### config.mk
export PLATFORM = sky130hd
export DESIGN_NAME = avr_io_irqctl
export DESIGN_NICKNAME = d
export VERILOG_FILES = /design/src/rtl/avr_io_irqctl.sv
export SDC_FILE = /design/constraint.sdc
export NUM_CORES = 1
export LEC_CHECK = 0
export CAP_MARGIN = 20
export CORE_MARGIN = 2
export CORE_UTILIZATION = 44
export CTS_CLUSTER_DIAMETER = 120
export DETAILED_ROUTE_END_ITERATION = 12
export PLACE_DENSITY = 0.84
export SLEW_MARGIN = 10
export SYNTH_ARGS = -nofsm -noshare
export SYNTH_HDL_FRONTEND = slang
export SYNTH_SLANG_ARGS = --single-unit
### constraint.sdc
create_clock -name i_clk -period 1.7 [get_ports i_clk]
set_input_delay 0.51 -clock i_clk [delete_from_list [all_inputs] [get_ports i_clk]]
set_output_delay 0.51 -clock i_clk [all_outputs]
set_load 0.05 [all_outputs]
### src/rtl/avr_io_irqctl.sv
// rtl/avr_io_irqctl.sv - registered interrupt controller for the avr_core I/O window
//
// Purpose: latches edge events from peripheral irq lines, applies a software
// mask, selects the lowest active source and presents it to the core as a
// registered iflag/ivect pair. A taken edge source is cleared on ack.
//
// Ports:
//   i_clk, i_rst          clock, synchronous active-high reset
//   i_io_re, i_io_we      window-qualified I/O read/write strobes
//   i_io_a                register index: 0 PEND, 1 MASK, 2 EDGE, 3 STAT
//   i_io_din, o_io_dout   write data in, read data out (8'h00 when not read)
//   i_irq_in              source request lines, active high, synchronous
//   i_ack, i_ack_vect     one-cycle acknowledge of the vectored index
//   o_iflag, o_ivect      registered interrupt request and vector to the core
module avr_io_irqctl #(
  parameter int          N_IRQ     = 4,
  parameter int          VEC_WIDTH = 2,
  parameter logic [7:0]  EDGE_RST  = 8'hFF
) (
  input  logic                 i_clk,
  input  logic                 i_rst,
  input  logic                 i_io_re,
  input  logic                 i_io_we,
  input  logic [1:0]           i_io_a,
  input  logic [7:0]           i_io_din,
  output logic [7:0]           o_io_dout,
  input  logic [N_IRQ-1:0]     i_irq_in,
  input  logic                 i_ack,
  input  logic [VEC_WIDTH-1:0] i_ack_vect,
  output logic                 o_iflag,
  output logic [VEC_WIDTH-1:0] o_ivect
);

  localparam logic [1:0] A_PEND = 2'd0;
  localparam logic [1:0] A_MASK = 2'd1;
  localparam logic [1:0] A_EDGE = 2'd2;
  localparam logic [1:0] A_STAT = 2'd3;

  logic [N_IRQ-1:0]     r_irq_prev;
  logic [N_IRQ-1:0]     r_pend_lat;
  logic [N_IRQ-1:0]     r_mask;
  logic [N_IRQ-1:0]     r_edge;
  logic                 r_iflag;
  logic [VEC_WIDTH-1:0] r_ivect;

  logic [N_IRQ-1:0]     w_pend;
  logic [N_IRQ-1:0]     w_active;
  logic [N_IRQ-1:0]     w_set;
  logic [N_IRQ-1:0]     w_clr;
  logic [N_IRQ-1:0]     w_edge_next;
  logic [N_IRQ-1:0]     w_pend_lat_next;
  logic                 w_iflag_next;
  logic [VEC_WIDTH-1:0] w_ivect_next;

  // Edge sources show the latch, level sources show the raw line.
  assign w_pend   = (r_pend_lat & r_edge) | (i_irq_in & ~r_edge);
  assign w_active = w_pend & r_mask;

  assign w_edge_next = (i_io_we && i_io_a == A_EDGE) ? i_io_din[N_IRQ-1:0] : r_edge;

  always_comb begin
    w_set = i_irq_in & ~r_irq_prev & r_edge;
    w_clr = '0;
    if (i_io_we && i_io_a == A_PEND) begin
      w_clr = i_io_din[N_IRQ-1:0];
    end
    // An ack_vect outside 0..N_IRQ-1 matches no bit and is ignored.
    for (int i = 0; i < N_IRQ; i++) begin
      if (i_ack && (int'(i_ack_vect) == i)) begin
        w_clr[i] = 1'b1;
      end
    end
    // Set wins over clear; masking with the next EDGE value drops the latch
    // of any source switched to level mode.
    w_pend_lat_next = (w_set | (r_pend_lat & ~w_clr)) & w_edge_next;
  end

  always_comb begin
    w_iflag_next = |w_active;
    w_ivect_next = '0;
    for (int i = N_IRQ - 1; i >= 0; i--) begin
      if (w_active[i]) begin
        w_ivect_next = VEC_WIDTH'(i);
      end
    end
  end

  always_ff @(posedge i_clk) begin
    if (i_rst) begin
      r_irq_prev <= '0;
      r_pend_lat <= '0;
      r_mask     <= '0;
      r_edge     <= EDGE_RST[N_IRQ-1:0];
      r_iflag    <= 1'b0;
      r_ivect    <= '0;
    end else begin
      r_irq_prev <= i_irq_in;
      r_pend_lat <= w_pend_lat_next;
      r_edge     <= w_edge_next;
      if (i_io_we && i_io_a == A_MASK) begin
        r_mask <= i_io_din[N_IRQ-1:0];
      end
      r_iflag <= w_iflag_next;
      r_ivect <= w_ivect_next;
    end
  end

  // Read mux reflects current state, so a same-cycle write reads the old value.
  always_comb begin
    o_io_dout = 8'h00;
    if (i_io_re) begin
      case (i_io_a)
        A_PEND:  o_io_dout = 8'(w_pend);
        A_MASK:  o_io_dout = 8'(r_mask);
        A_EDGE:  o_io_dout = 8'(r_edge);
        A_STAT:  o_io_dout = {r_iflag, 7'(r_ivect)};
        default: o_io_dout = 8'h00;
      endcase
    end
  end

  assign o_iflag = r_iflag;
  assign o_ivect = r_ivect;

endmodule

# [Word level (Yosys, flattened, before mapping)]
# Index checks and enable logic that the tools add are counted.
[totals] reg_bits=19 input_bits=21 out_inout_bits=11 elab_cells=48
[op_classes] eq_ne=6 mux=11 bitwise_logic=12 n_reduce_logical=12
[op_table] op="8-bit one-hot mux with 4 select lines" n=1
[op_table] op="4-bit bitwise AND" n=7
[op_table] op="4-bit inverter" n=3
[op_table] op="2-bit equality test, second input constant" n=4
[op_table] op="4-bit two-way mux" n=2
[op_table] op="8-bit two-way mux" n=1
[op_table] op="4-bit OR" n=2
[op_table] op="1-bit logical AND" n=7
[op_table] op="1-bit two-way mux" n=5
[op_table] op="2-bit by 1-bit equality test with 1-bit output, second input constant" n=2
[op_table] op="2-bit zero test" n=2
[op_table] op="2-bit two-way mux" n=2
[op_table] op="4-bit OR reduction" n=1
[op_table] op="3-bit OR reduction" n=1
[op_table] op="2-bit OR reduction" n=1

# [Logic depth before layout (Yosys ltp)]
[logic_depth] word_depth=8 mapped_depth=4

# [Least setup slack after synthesis]
# No wires, ideal clock.
[synth_timing] path_type="input -> output" from="input port i_io_a[0]" to="output port o_io_dout[1]" arrival_time_ns=2.047 slack_ns=-0.857 path_stages=3 n_path_buf=1 path_cell_list="buf_4 mux2i_1 a221oi_1"
[synth_via] elab_chain_len=3 word_cells_on_any_way=6 cone_classes="eq/ne: 3; mux: 2; reduce/logical: 1"
[synth_lines] item="start, declared" line="24" rtl="input logic [1:0] i_io_a,"
[synth_lines] item="2-bit equality test (tied with other cells)" line="112" rtl="case (i_io_a)"
[synth_lines] item="8-bit one-hot mux with 4 select lines *" line="112"
[synth_lines] item="8-bit two-way mux *" line="111" rtl="if (i_io_re) begin"
[synth_lines] item="end, declared" line="26" rtl="output logic [7:0] o_io_dout,"
# Every way passes the cells marked *; elsewhere a longest branch is shown, timed or not. The select of a mux whose other input is x is not followed.

# [Worst setup path in the final report]
[layout_timing] from="input port i_irq_in[2]" to="output port o_io_dout[2]"
[layout_via] elab_chain_len=4
[layout_lines] item="start, declared" line="27" rtl="input logic [N_IRQ-1:0] i_irq_in,"
[layout_lines] item="4-bit bitwise AND" line="56" rtl="assign w_pend = (r_pend_lat & r_edge) | (i_irq_in & ~r_edge);"
[layout_lines] item="4-bit OR" line="56"
[layout_lines] item="8-bit one-hot mux with 4 select lines" line="112"
[layout_lines] item="8-bit two-way mux" line="111"
# No other way between the ends. The select of a mux whose other input is x is not followed.

==> results.txt <==
----------------------------------------------------
[Status]
  Outcome ... finished, violations left
  Violated checks ... negative setup slack

[Route]
  Final WL ... about 2600 um
  Initial DRT Pass Iterations ... 4
  Remaining DRCs ... 0
  Count of antenna-violating nets left after detailed routing ... 0
  Number of DRC markers after the initial detailed-route iteration ... 16
  Routed wire per std cell ... ~15 um
  Via/cell ratio ... between 5 and 6
  Count of vias placed by the detailed router ... ~920

[Global routing]
  Aggregate global-route resource usage ... 21.8%
  Wire length of the first global-routing pass ... between 4000 and 5000 um
  Largest net degree at the start of global routing ... 12
  Vias in the first global route ... 941
  Antenna violations before repair ... 0
  Residual overflow from global routing ... 0

[STA]
  Final hold viol count ... 0
  Clock Skew ... 7.76 ps
  Final worst path period share ... 115%
  Number of pins exceeding their max-slew limit in the final report ... 0
  Setup repair after global routing missed its margin ... yes
  Worst hold margin ... between 400 and 500 ps
  Peak Freq ... about 0.51 GHz
  Shortest period the worst path allows ... 1960 ps
  Worst setup slack after layout ... -258 ps
  Final setup violation count ... 4

[Synth]
  Count of synthesis-stage warnings from yosys ... 0
  Fraction of the yosys area taken by sequential cells ... 38.8%
  Fraction of synthesized cell area taken by the top area cell type ... between 30% and 40%
  Synth top area cells ... dfxtp_1 (39%), mux2i_1 (12%), buf_4 (4.6%)
  Summed instance area of the synthesized netlist ... about 980 um^2
  Synthesized area per cell ... between 9 and 10 um^2
  Library cell occupying the most area in the post-synthesis netlist ... dfxtp_1
  Number of distinct library cells after synthesis ... 31
  Synth Instances ... 104
  Post-synthesis register bit count ... 19

[Critical path]
  CP Class ... input pin to primary output
  Critical path's slowest cell ... or3b_4
  Data arrival time of the critical path ... 1450 ps
  Capturing element type of the critical path ... primary output
  WP buf/inv ... 2
  Gate family responsible for the most delay along the worst path ... simple AND/OR/NAND/NOR gates
  Cell breakdown of the critical path ... buf_2 -> or3b_4 -> a21oi_2 -> o21a_2 -> buf_12
  Crit path required time ... between 1000 and 1500 ps
  Startpoint types ... input pin
  Crit-path max cell delay ... between 300 and 400 ps
  Biggest fanout along the worst timing path ... 4

[Clock network]
  Clk slew on worst S/H paths ... ~110 ps
  Clock sinks ... 19
  Clock insertion delay at the later pin of the skew report ... around 300 ps
  Clock tree from TritonCTS ... yes
  Hold bufs inserted after CTS ... 0
  Deepest level of the CTS H-tree ... 1
  Buffers from clock root to sink, at most ... 2
  Number of clock buffers inserted by TritonCTS ... 3
  Clk root buf ... clkbuf_4

[Final layout]
  Finished Layout Cells ... ~170
  Share of layout cells above drive strength 1 ... 40.6%
  Synth-to-Final Area Change ... 58.2%
  Layout Utilization ... slightly above 70%
  Final net count ... around 170
  Antenna diode count ... 0

[Floorplanning]
  Area of the die ... 2620 um^2
  Core Area ... between 2000 and 2500 um^2
  Effective utilization at floorplan ... 45.7%
  Cell Rows ... 17
  Width of the chip ... just over 50 um
  # IOs ... 32
  Die Y-Extent ... 51.2 um

[Hold path]
  HP Class ... input pin to flip-flop

[Power and ir drop]
  Maximum VDD drop ... just over 0.0006 V
  P_leak ... about 0.65 nW
  Power density over the cells ... roughly 650 nW/um^2
  Total chip power ... between 0.001 and 0.0015 W

[Placement]
  Post-placement setup slack ... -648 ps
  Count of input and output buffers ... 24
  Count of placed standard cells including taps ... 166
  Weighted congestion reported at the end of routability-driven placement ... approximately 0.84
  HPWL after detailed placement ... ~2000 um

[Job]
  Number of violations of the max-capacitance limit ... 0

----------------------------------------------------
## cells in the final DEF, fill, tap and decap left out, types with 2 or more instances in the layout
cell             netlist  final
buf_12                 0      9
o21a_2                 0      2
conb_1                 1      3
nor2b_1                4      4
clkdlybuf4s50_1        0      9
buf_4                  6     12
or3b_4                 1      2
buf_2                  0      4
a211oi_1               5      4
buf_6                  0      3
o221ai_1               4      4
o21ai_1                0      2
dfxtp_2                0      4
mux2i_1               12      9
mux2i_2                0      2
dfxtp_1               19     14
clkbuf_4               0      3
buf_8                  0      2
nor2_1                 7      7
inv_1                  7      7
nand3b_1               4      4
nand2_1                3      3
a21oi_2                0      2
nand2b_1               7      6
## kinds of logic after synthesis
group / share of synthesized area (%)
compound gates: 15.9
buf+inv: 7.65
flops: 38.8
mux: 14.9
other cells: 0.382
simple gates: 22.3
## per-layer routing
metal	track usage (%)	share of wire [%]
met1	25.0	42
met2	41.3	54
met3	0.877	2.6
met4	9.65	1.7
met5	0	0
## state kept, by name (all words and copies together) (netlist names)
| signal | cells |
|---|---|
| r_mask | 4 |
| r_edge | 4 |
| o_iflag | 1 |
| r_irq_prev | 4 |
| o_ivect | 2 |
| r_pend_lat | 4 |
## what timing repair did
| action | in CTS | in global routing |
|---|---|---|
| buffers inserted | 0 | 2 |
| setup endpoints to repair | 13 | 4 |
| gates resized for setup | 46 | 6 |
| pin swaps | 9 | 7 |
| gates cloned | 0 | 0 |
## path summary, 6_finish.rpt
path                            depth (start not counted)           from       endpoint  slack (ps)
worst max-delay path                                    5    i_irq_in[2]   o_io_dout[2]        -260
worst min-delay path                                    2    i_irq_in[0]  r_irq_prev[0]         450
worst max register to register                          4      r_edge[3]        o_iflag         460
worst min register to register                          2  r_pend_lat[0]  r_pend_lat[0]         510
## cells in the mapped netlist, drive strengths merged
library cell  instances
o221ai                4
dfxtp                19
a21oi                 3
nand2                 3
o21a                  2
nor3                  1
a221oi                1
and3b                 1
and4                  1
mux2                  2
clkbuf                1
mux2i                12
nor3b                 2
nand2b                7
nor2                  7
nor2b                 4
inv                   7
buf                   6
a211oi                5
a2bb2oi               1
o211ai                1
a31oi                 1
conb                  1
nand3b                5
a21o                  1
o21ai                 3
or3b                  3
## power breakdown
group          switching [W]  internal (W)  total, W
Sequential         0.0000150      0.000466  0.000481
Clock               0.000143     0.0000878  0.000231
Combinational       0.000144      0.000150  0.000294
## metrics by stage
step / TNS, ps / area (um^2)
after floorplan: -461 / 1040
after global placement: -6790 / 1450
after detailed placement: -7500 / 1450
after CTS: -1030 / 1520
after global routing: -1010 / 1550
final: -843 / 1550
## final cells by class
| class | instances | area, um^2 |
|---|---|---|
| Fill cell | 155 | 597 |
| Clock buffer | 3 | 22.5 |
| Inverter | 7 | 26.3 |
| Timing Repair Buffer | 40 | 453 |
| Multi-Input combinational cell | 73 | 621 |
| Tap cell | 28 | 35.0 |
| Sequential cell | 19 | 389 |
| Clock inverter | 1 | 5.00 |
No activity file was read; power rests on OpenSTA's default activity.
